`src/rtl/parc_core_rob_scoreboard.sv`:
```
// Scoreboard sitting between decode and the reorder buffer.
// - Tracks which architectural registers still wait on an uncommitted producer.
// - Reserves the writeback slot each accepted instruction will complete in.
// - Requests ROB allocations and emits ROB fill notifications.
module parc_core_rob_scoreboard (
    input  logic       clk,
    input  logic       reset,

    input  logic       issue_val,
    output logic       issue_rdy,
    input  logic       issue_wen,
    input  logic [4:0] issue_waddr,
    input  logic       issue_ren0,
    input  logic [4:0] issue_raddr0,
    input  logic       issue_ren1,
    input  logic [4:0] issue_raddr1,
    input  logic [1:0] issue_lat,

    output logic       rob_alloc_req_val,
    input  logic       rob_alloc_req_rdy,
    output logic [4:0] rob_alloc_req_preg,
    input  logic [3:0] rob_alloc_resp_slot,

    output logic       rob_fill_val,
    output logic [3:0] rob_fill_slot,

    input  logic       rob_commit_wen,
    input  logic [3:0] rob_commit_slot,
    input  logic [4:0] rob_commit_rf_waddr
);

    typedef struct packed {
        logic       vld;
        logic [3:0] slot;
    } wb_t;

    logic [31:0]      pend;
    logic [31:0][3:0] pslot;
    wb_t  [3:0]       wb;

    logic raw;
    logic wbconf;
    logic fire;
    logic commit_hit;

    // Hazard checks and handshake. A commit in the same cycle is deliberately
    // not forwarded, so pend is read before any update this cycle.
    always_comb begin
        raw = (issue_ren0 && (issue_raddr0 != 5'd0) && pend[issue_raddr0]) ||
              (issue_ren1 && (issue_raddr1 != 5'd0) && pend[issue_raddr1]);
        // The new entry lands in wb[L-1] after the shift, which is where the
        // current wb[L] moves to. L=4 enters the empty top stage.
        wbconf = (issue_lat != 2'd3) && wb[issue_lat + 2'd1].vld;
        // Reset forces rdy low so nothing is allocated while state is cleared.
        issue_rdy = !reset && rob_alloc_req_rdy && !raw && !wbconf;
        fire = issue_val && issue_rdy;
        rob_alloc_req_val = fire;
        rob_alloc_req_preg = issue_wen ? issue_waddr : 5'd0;
        // Entries still in wb during a reset cycle belong to discarded issues.
        rob_fill_val = !reset && wb[0].vld;
        rob_fill_slot = wb[0].slot;
        commit_hit = rob_commit_wen && (rob_commit_rf_waddr != 5'd0) &&
                     pend[rob_commit_rf_waddr] &&
                     (pslot[rob_commit_rf_waddr] == rob_commit_slot);
    end

    // Writeback pipeline: shift toward stage 0 each cycle, then drop the newly
    // issued instruction into stage L-1 so it reaches stage 0 after L cycles.
    always_ff @(posedge clk) begin
        if (reset) begin
            wb <= '0;
        end else begin
            for (int i = 0; i < 3; i++) wb[i] <= wb[i+1];
            wb[3] <= '0;
            if (fire) wb[issue_lat] <= '{vld: 1'b1, slot: rob_alloc_resp_slot};
        end
    end

    // Pending-register table. Commit clears only when the committing slot is
    // the youngest producer; a later issue to the same register overrides it.
    always_ff @(posedge clk) begin
        if (reset) begin
            pend  <= '0;
            pslot <= '0;
        end else begin
            if (commit_hit) pend[rob_commit_rf_waddr] <= 1'b0;
            if (fire && issue_wen && (issue_waddr != 5'd0)) begin
                pend[issue_waddr]  <= 1'b1;
                pslot[issue_waddr] <= rob_alloc_resp_slot;
            end
        end
    end

endmodule
```
`config.mk`:
```
export PLATFORM = sky130hd
export DESIGN_NAME = parc_core_rob_scoreboard
export DESIGN_NICKNAME = d
export VERILOG_FILES = /design/src/rtl/parc_core_rob_scoreboard.sv
export SDC_FILE = /design/constraint.sdc
export NUM_CORES = 1
export LEC_CHECK = 0
export CAP_MARGIN = 15
export CORE_MARGIN = 8
export CORE_UTILIZATION = 40
export CTS_CLUSTER_DIAMETER = 150
export DETAILED_ROUTE_END_ITERATION = 10
export GPL_TIMING_DRIVEN = 0
export HOLD_SLACK_MARGIN = 0.05
export PLACE_DENSITY = 0.55
export SLEW_MARGIN = 15
export SYNTH_ARGS = -nofsm -noshare
export SYNTH_HDL_FRONTEND = slang
export SYNTH_SLANG_ARGS = --single-unit
```
`constraint.sdc`:
```
create_clock -name clk -period 3.4 [get_ports clk]
set_clock_uncertainty 0.05 [all_clocks]
set_input_delay 0.51 -clock clk [delete_from_list [all_inputs] [get_ports clk]]
set_output_delay 0.51 -clock clk [all_outputs]
set_load 0.02 [all_outputs]
```
==> impl_metrics.ini, run 1 <==
[sta]
fmax_ghz = 0.3025
finalHoldViolCount = 0
setup-violations-final = 0
tns_ps = 0
report.final.slew_viol_count = 0
tightest_slew_ps = 900.9
slew_headroom_pct = 39.94
fin_crit_ps = 3306
holdWs_ps = 394.0
period_share_pct = 97.23
worst_slack_ps = 94.16

[cells_and_area]
layout-drive-gt1-share_pct = 15.43
layout_commonest_cell = dfxtp_1
final_util_pct = 47.14
diodes = 0
area_growth_pct = 15.91
final_cell_mix = 180 x dfxtp_1, 171 x mux2i_1, 84 x nor2_1
nets = 1003
fin_area_um2 = 10640
stdcell_count = 1257

[cts]
clk_latency_ps = 440
clk_pin_slew_ps = 70
cts_tree = done
cts_made_buffers = 17
ctsLongestPathBuffers = 2
cts-root-buf = clkbuf_16
cts_max_level = 4
cts_hold_buffers = 0
numClockSinks = 180

[worst_hold_path]
worstHoldPathType = reg -> reg
min_delay_worst_endpoint = rob_fill_slot[1]$_SDFF_PP0_
holdPathStages = 2
min_from = wb[6]$_SDFF_PP0_

[setup_path]
reg2reg_depth = 8
crit_path_end_kind = primary output
worstReg2RegEnd = pend[27]$_SDFF_PP0_
crit_path_top_delay_cell = clkdlybuf4s50_1
critPathKind = in -> out
cp_top_family = buffers and inverters
crit_fanout = 10
worstPathCellList = clkdlybuf4s50_1 > inv_1 > ha_1 > mux4_2 > nand2_1 > nand3_2 > a41oi_4 > nand2_1 > buf_6 > nor2_1 > buf_2
crit_top_cell = nand2_1
arrival_ps = 2750
crit_required_ps = 2840
rr_startpoint = pend[20]$_SDFF_PP0_
crit_path_max_incr_delay_ps = 500
r2r_slack_ps = 390
crit_path_start_kind = input port
path_buf_inv = 4

[logic_synthesis]
synthAdderAreaFrac_pct = 0.5452
ys_ff_latch = 180
syn-cell-area_um2 = 9180
synth_edf_count = 0
yosysWarnings = 0
synth_cells = 901
async_flop_share_pct = 0
synthXorXnorAreaFrac_pct = 0.09541
synth_top_family_by_area = multiplexers
syn-num-nets = 943
ys.flop_type = dfxtp_1
yosysUniqueCellTypes = 60
yosys.area_share.simple_pct = 20.89
avgSynthCellArea_um2 = 10.19
synth_compound_area_share_pct = 7.237
synth.area.mux_share_pct = 26.99
ys_seq_area_share_pct = 39.25

[power_and_ir_drop]
p_leak_nw = 4.338
ir_worst_vdd_mv = 0.3299
power_density_nw_per_um2 = 436.6
finalPower_mw = 4.645

[floorplanning]
dieArea_um2 = 28050
coreArea_um2 = 22570
start_util_pct = 40.67
io_pins = 50
fp.dieH_um = 167.5
fp.dieW_um = 167.5
rows = 55

[global_route]
grt_busiest_layer = met2
grt_pass1_wl_mm = 45.09
grt_usage_pct = 21.71
gr-usage-met3_pct = 4.303
grt_pass1_vias = 6912
grt_max_degree = 17
grt.overflow.total = 0
grtUsageMet2_pct = 33.58
antenna_found_initial = 0
grt_use_met1_pct = 29.34

[route]
via_count = 7379
drt_iter0_drc = 655
first_pass_iters = 5
drt_wl_total_mm = 30.80
vias_per_cell = 5.870
drcViolationCount = 0
antenna_left = 0
wl_per_cell_um = 24.51

[placed_design]
dp_hpwl_mm = 22.16
placed_area_um2 = 9907
dp_slack_ps = -672.1
place_inst = 1223
portBuffers = 37
place_congestion = 0.9307

[run_status]
outcome = completed

[flow_run]
maxCapViolCount = 0
## logic make-up after synthesis
family          after synthesis
mux                         205
fa+ha+maj                     4
simple gates                321
buf+inv                      94
compound gates               96
xor+xnor                      1
flops                       180
## layer usage
layer  wire, µm  up-vias
met2      13730      279
met3       2110       55
met5          0        -
met4       1025        0
met1      13940     3640
li1           -     3405
## how the worst max path moves through the flow
stage | from | endpoint | slack, ps | cells past startpoint
final | issue_lat[1] | rob_alloc_req_val | 90 | 11
after global routing | issue_lat[1] | rob_alloc_req_val | -20 | 11
after CTS | issue_lat[1] | rob_alloc_req_val | -10 | 11
after global placement | rob_commit_rf_waddr[2] | pend[14]$_SDFF_PP0_ | -710 | 11
after floorplan | issue_raddr1[0] | rob_alloc_req_val | 380 | 8
after detailed placement | rob_commit_rf_waddr[2] | pend[14]$_SDFF_PP0_ | -670 | 11
## synth_stat cells, types with 12 or more instances
cell / n / area share [%]
buf_2: 18 / 0.98
buf_4: 14 / 1.1
clkbuf_1: 44 / 1.8
dfxtp_1: 180 / 39
mux2i_1: 171 / 19
mux4_2: 34 / 8.3
nand2_1: 62 / 2.5
nand2b_1: 22 / 1.5
nand3_1: 22 / 1.2
nor2_1: 84 / 3.4
nor2b_1: 17 / 1.2
o21ai_0: 23 / 1.3
o22ai_1: 24 / 1.6
or4_1: 12 / 0.98
## state kept, by name (all words and copies together) (netlist names)
signal	cells
pslot	128
pend	32
wb	16
rob_fill_slot	4
## power breakdown
group | internal [mW] | total, mW | switching, mW
clock network | 1.26 | 2.15 | 0.889
logic | 0.135 | 0.381 | 0.247
registers | 2.11 | 2.11 | 0.00257
## worst reg2reg max path, stage by stage (launching register included)
cell and delay, ps:
dfxtp_1 360, mux4_2 470, nor3b_1 280, o41ai_2 160, a41oi_4 260, buf_2 300
nand4_2 480, nor2b_1 330, a311oi_1 240
## area by class of cell
class,instances,area [µm²]
inverter,12,45.04
fill,2148,11930
buffer,82,434.2
sequential,180,3603
tap,285,356.6
multi-input combinational,627,5172
timing repair buffer,41,397.9
clock inverter,12,191.4
clock buffer,18,439.2
## repair_timing
item,4_1_cts,5_1_grt
resized for setup,13,17
buffers inserted,1,3
endpoints found under the setup margin,19,15
pin swaps,1,2
Power figures use the tool's default switching activity.
==> run 2, diff against run 1 <==
Settings changed: ABC_AREA from default to 0, CORE_ASPECT_RATIO from default to 0.75.
==> run 2 against run 1 <==
Wire length down 1.2%. Critical path depth rose by 1. Via count down 0.68%. Register-to-register slack lost 60 ps. Global-route usage about the same. Highest routed layer unchanged. Hold slack better by 6.0 ps. Final area hardly changed. Largest power group is now sequential cells. Cell count rose by 1.5%. Fmax is 1.8% lower.
==> impl_metrics.ini, run 2 (synthesis results as in run 1) <==
[sta]
finalHoldViolCount = 0
fmax_ghz = 0.2971
fin_crit_ps = 3366
tightest_slew_ps = 958.2
tns_ps = 0
report.final.slew_viol_count = 0
setup-violations-final = 0
slew_headroom_pct = 36.12
worst_slack_ps = 33.70
period_share_pct = 99.01
holdWs_ps = 400.0

[setup_path]
crit_path_end_kind = flop
crit_fanout = 10
arrival_ps = 3650
crit_path_top_delay_cell = clkdlybuf4s50_1
critPathKind = in -> reg
crit_required_ps = 3690
worstPathCellList = clkdlybuf4s50_1 > inv_1 > ha_1 > mux4_2 > nand2_1 > nand3_2 > a41oi_2 > buf_4 > buf_2 > nand4_2 > nor2b_1 > a311oi_1
cp_top_family = buffers and inverters
path_buf_inv = 4
crit_path_start_kind = input port
r2r_slack_ps = 330
crit_path_max_incr_delay_ps = 520

[placed_design]
portBuffers = 37
dp_hpwl_mm = 22.33
placed_area_um2 = 9926
place_inst = 1238
place_congestion = 0.9583
dp_slack_ps = -707.3

[power_and_ir_drop]
p_sw_share_pct = 25.92
power.share.combinational_pct = 8.6
seqPwrFrac_pct = 47.1
power_density_nw_per_um2 = 422.4
p_leak_nw = 4.329
finalPower_mw = 4.491
pwr-share-clk_pct = 44.4
ir_worst_vdd_mv = 0.3654
p_int_mw = 3.327
p_sw_mw = 1.164

[cells_and_area]
layout_commonest_cell = dfxtp_1
layout-drive-gt1-share_pct = 15.78
nets = 1005
regMostFlops = pslot
diodes = 0
reg_top3 = pslot (128), pend (32), wb (16)
area_growth_pct = 15.81
largest_reg_flops = 128
final_util_pct = 46.71
final_cell_mix = 180 x dfxtp_1, 171 x mux2i_1, 84 x nor2_1
stdcell_count = 1276
fin_area_um2 = 10630

[floorplanning]
io_pins = 50
fp.dieW_um = 190.9
fp.dieH_um = 147.2
coreArea_um2 = 22760
start_util_pct = 40.33
rows = 48
dieArea_um2 = 28100

[route]
routed-wl-met3_mm = 1.742
via_count = 7329
met2_length_mm = 12.89
maxUsedRoutingLayer = met4
wl_per_cell_um = 23.86
vias_per_cell = 5.744
wl_met1_mm = 15.03
drt_iter0_drc = 705
first_pass_iters = 4
antenna_left = 0
drcViolationCount = 0
drt_wl_total_mm = 30.45

[cts]
cts_made_buffers = 17
ctsLongestPathBuffers = 2
cts-root-buf = clkbuf_16
cts_tree = done
clk_latency_ps = 450
clk_pin_slew_ps = 80
numClockSinks = 180
cts_max_level = 4

[worst_hold_path]
worstHoldPathType = reg -> reg

[global_route]
grt_pass1_wl_mm = 45.14
grt.overflow.total = 0
antenna_found_initial = 0
grt_usage_pct = 21.70
grt_max_degree = 17
grt_pass1_vias = 6923

[flow_run]
maxCapViolCount = 0

[run_status]
outcome = completed
==> run 2: layout make-up <==
| cell class | count | area [µm²] |
|---|---|---|
| Buffer | 82 | 437.9 |
| Multi-Input combinational cell | 627 | 5161 |
| Fill cell | 2188 | 12130 |
| Timing Repair Buffer | 43 | 421.7 |
| Sequential cell | 180 | 3603 |
| Clock buffer | 20 | 466.7 |
| Clock inverter | 12 | 120.1 |
| Tap cell | 300 | 375.4 |
| Inverter | 12 | 45.04 |
==> run 2: power by group through the flow <==
stage	combinational, mW	clock, mW	sequential, mW
after floorplan	0.228	0	2.16
after global placement	0.373	0	2.16
after detailed placement	0.371	0	2.16
after CTS	0.373	2.02	2.11
after global routing	0.407	2.11	2.11
final	0.385	1.99	2.11
==> run 2: tightest hold or removal path, stage by stage (launching register included) <==
cell	delay, ps
dfxtp_1	300
nand2b_1	60
mux2i_1	60
==> run 2: routing by layer <==
layer | track usage, % | up-vias
met3 | 4.761 | 41
met4 | 6.927 | 0
met1 | 31.32 | 3625
li1 | - | 3419
met2 | 31.44 | 244
met5 | 0 | -
==> run 2: final timing paths <==
check                            end           startpoint  depth (start not counted)
hold reg to reg    wb[13]$_SDFF_PP0_    wb[18]$_SDFF_PP0_                          2
setup reg to reg  pend[3]$_SDFF_PP0_  pend[27]$_SDFF_PP0_                          9
hold / removal     wb[13]$_SDFF_PP0_    wb[18]$_SDFF_PP0_                          2
setup / recovery  pend[3]$_SDFF_PP0_         issue_lat[1]                         12
==> run 2: repair_timing <==
action / 4_1_cts / 5_1_grt
hold buffers: 0 / 0
pin swaps: 1 / 3
buffers inserted: 2 / 4
resized for setup: 8 / 25
setup endpoints to repair: 19 / 32
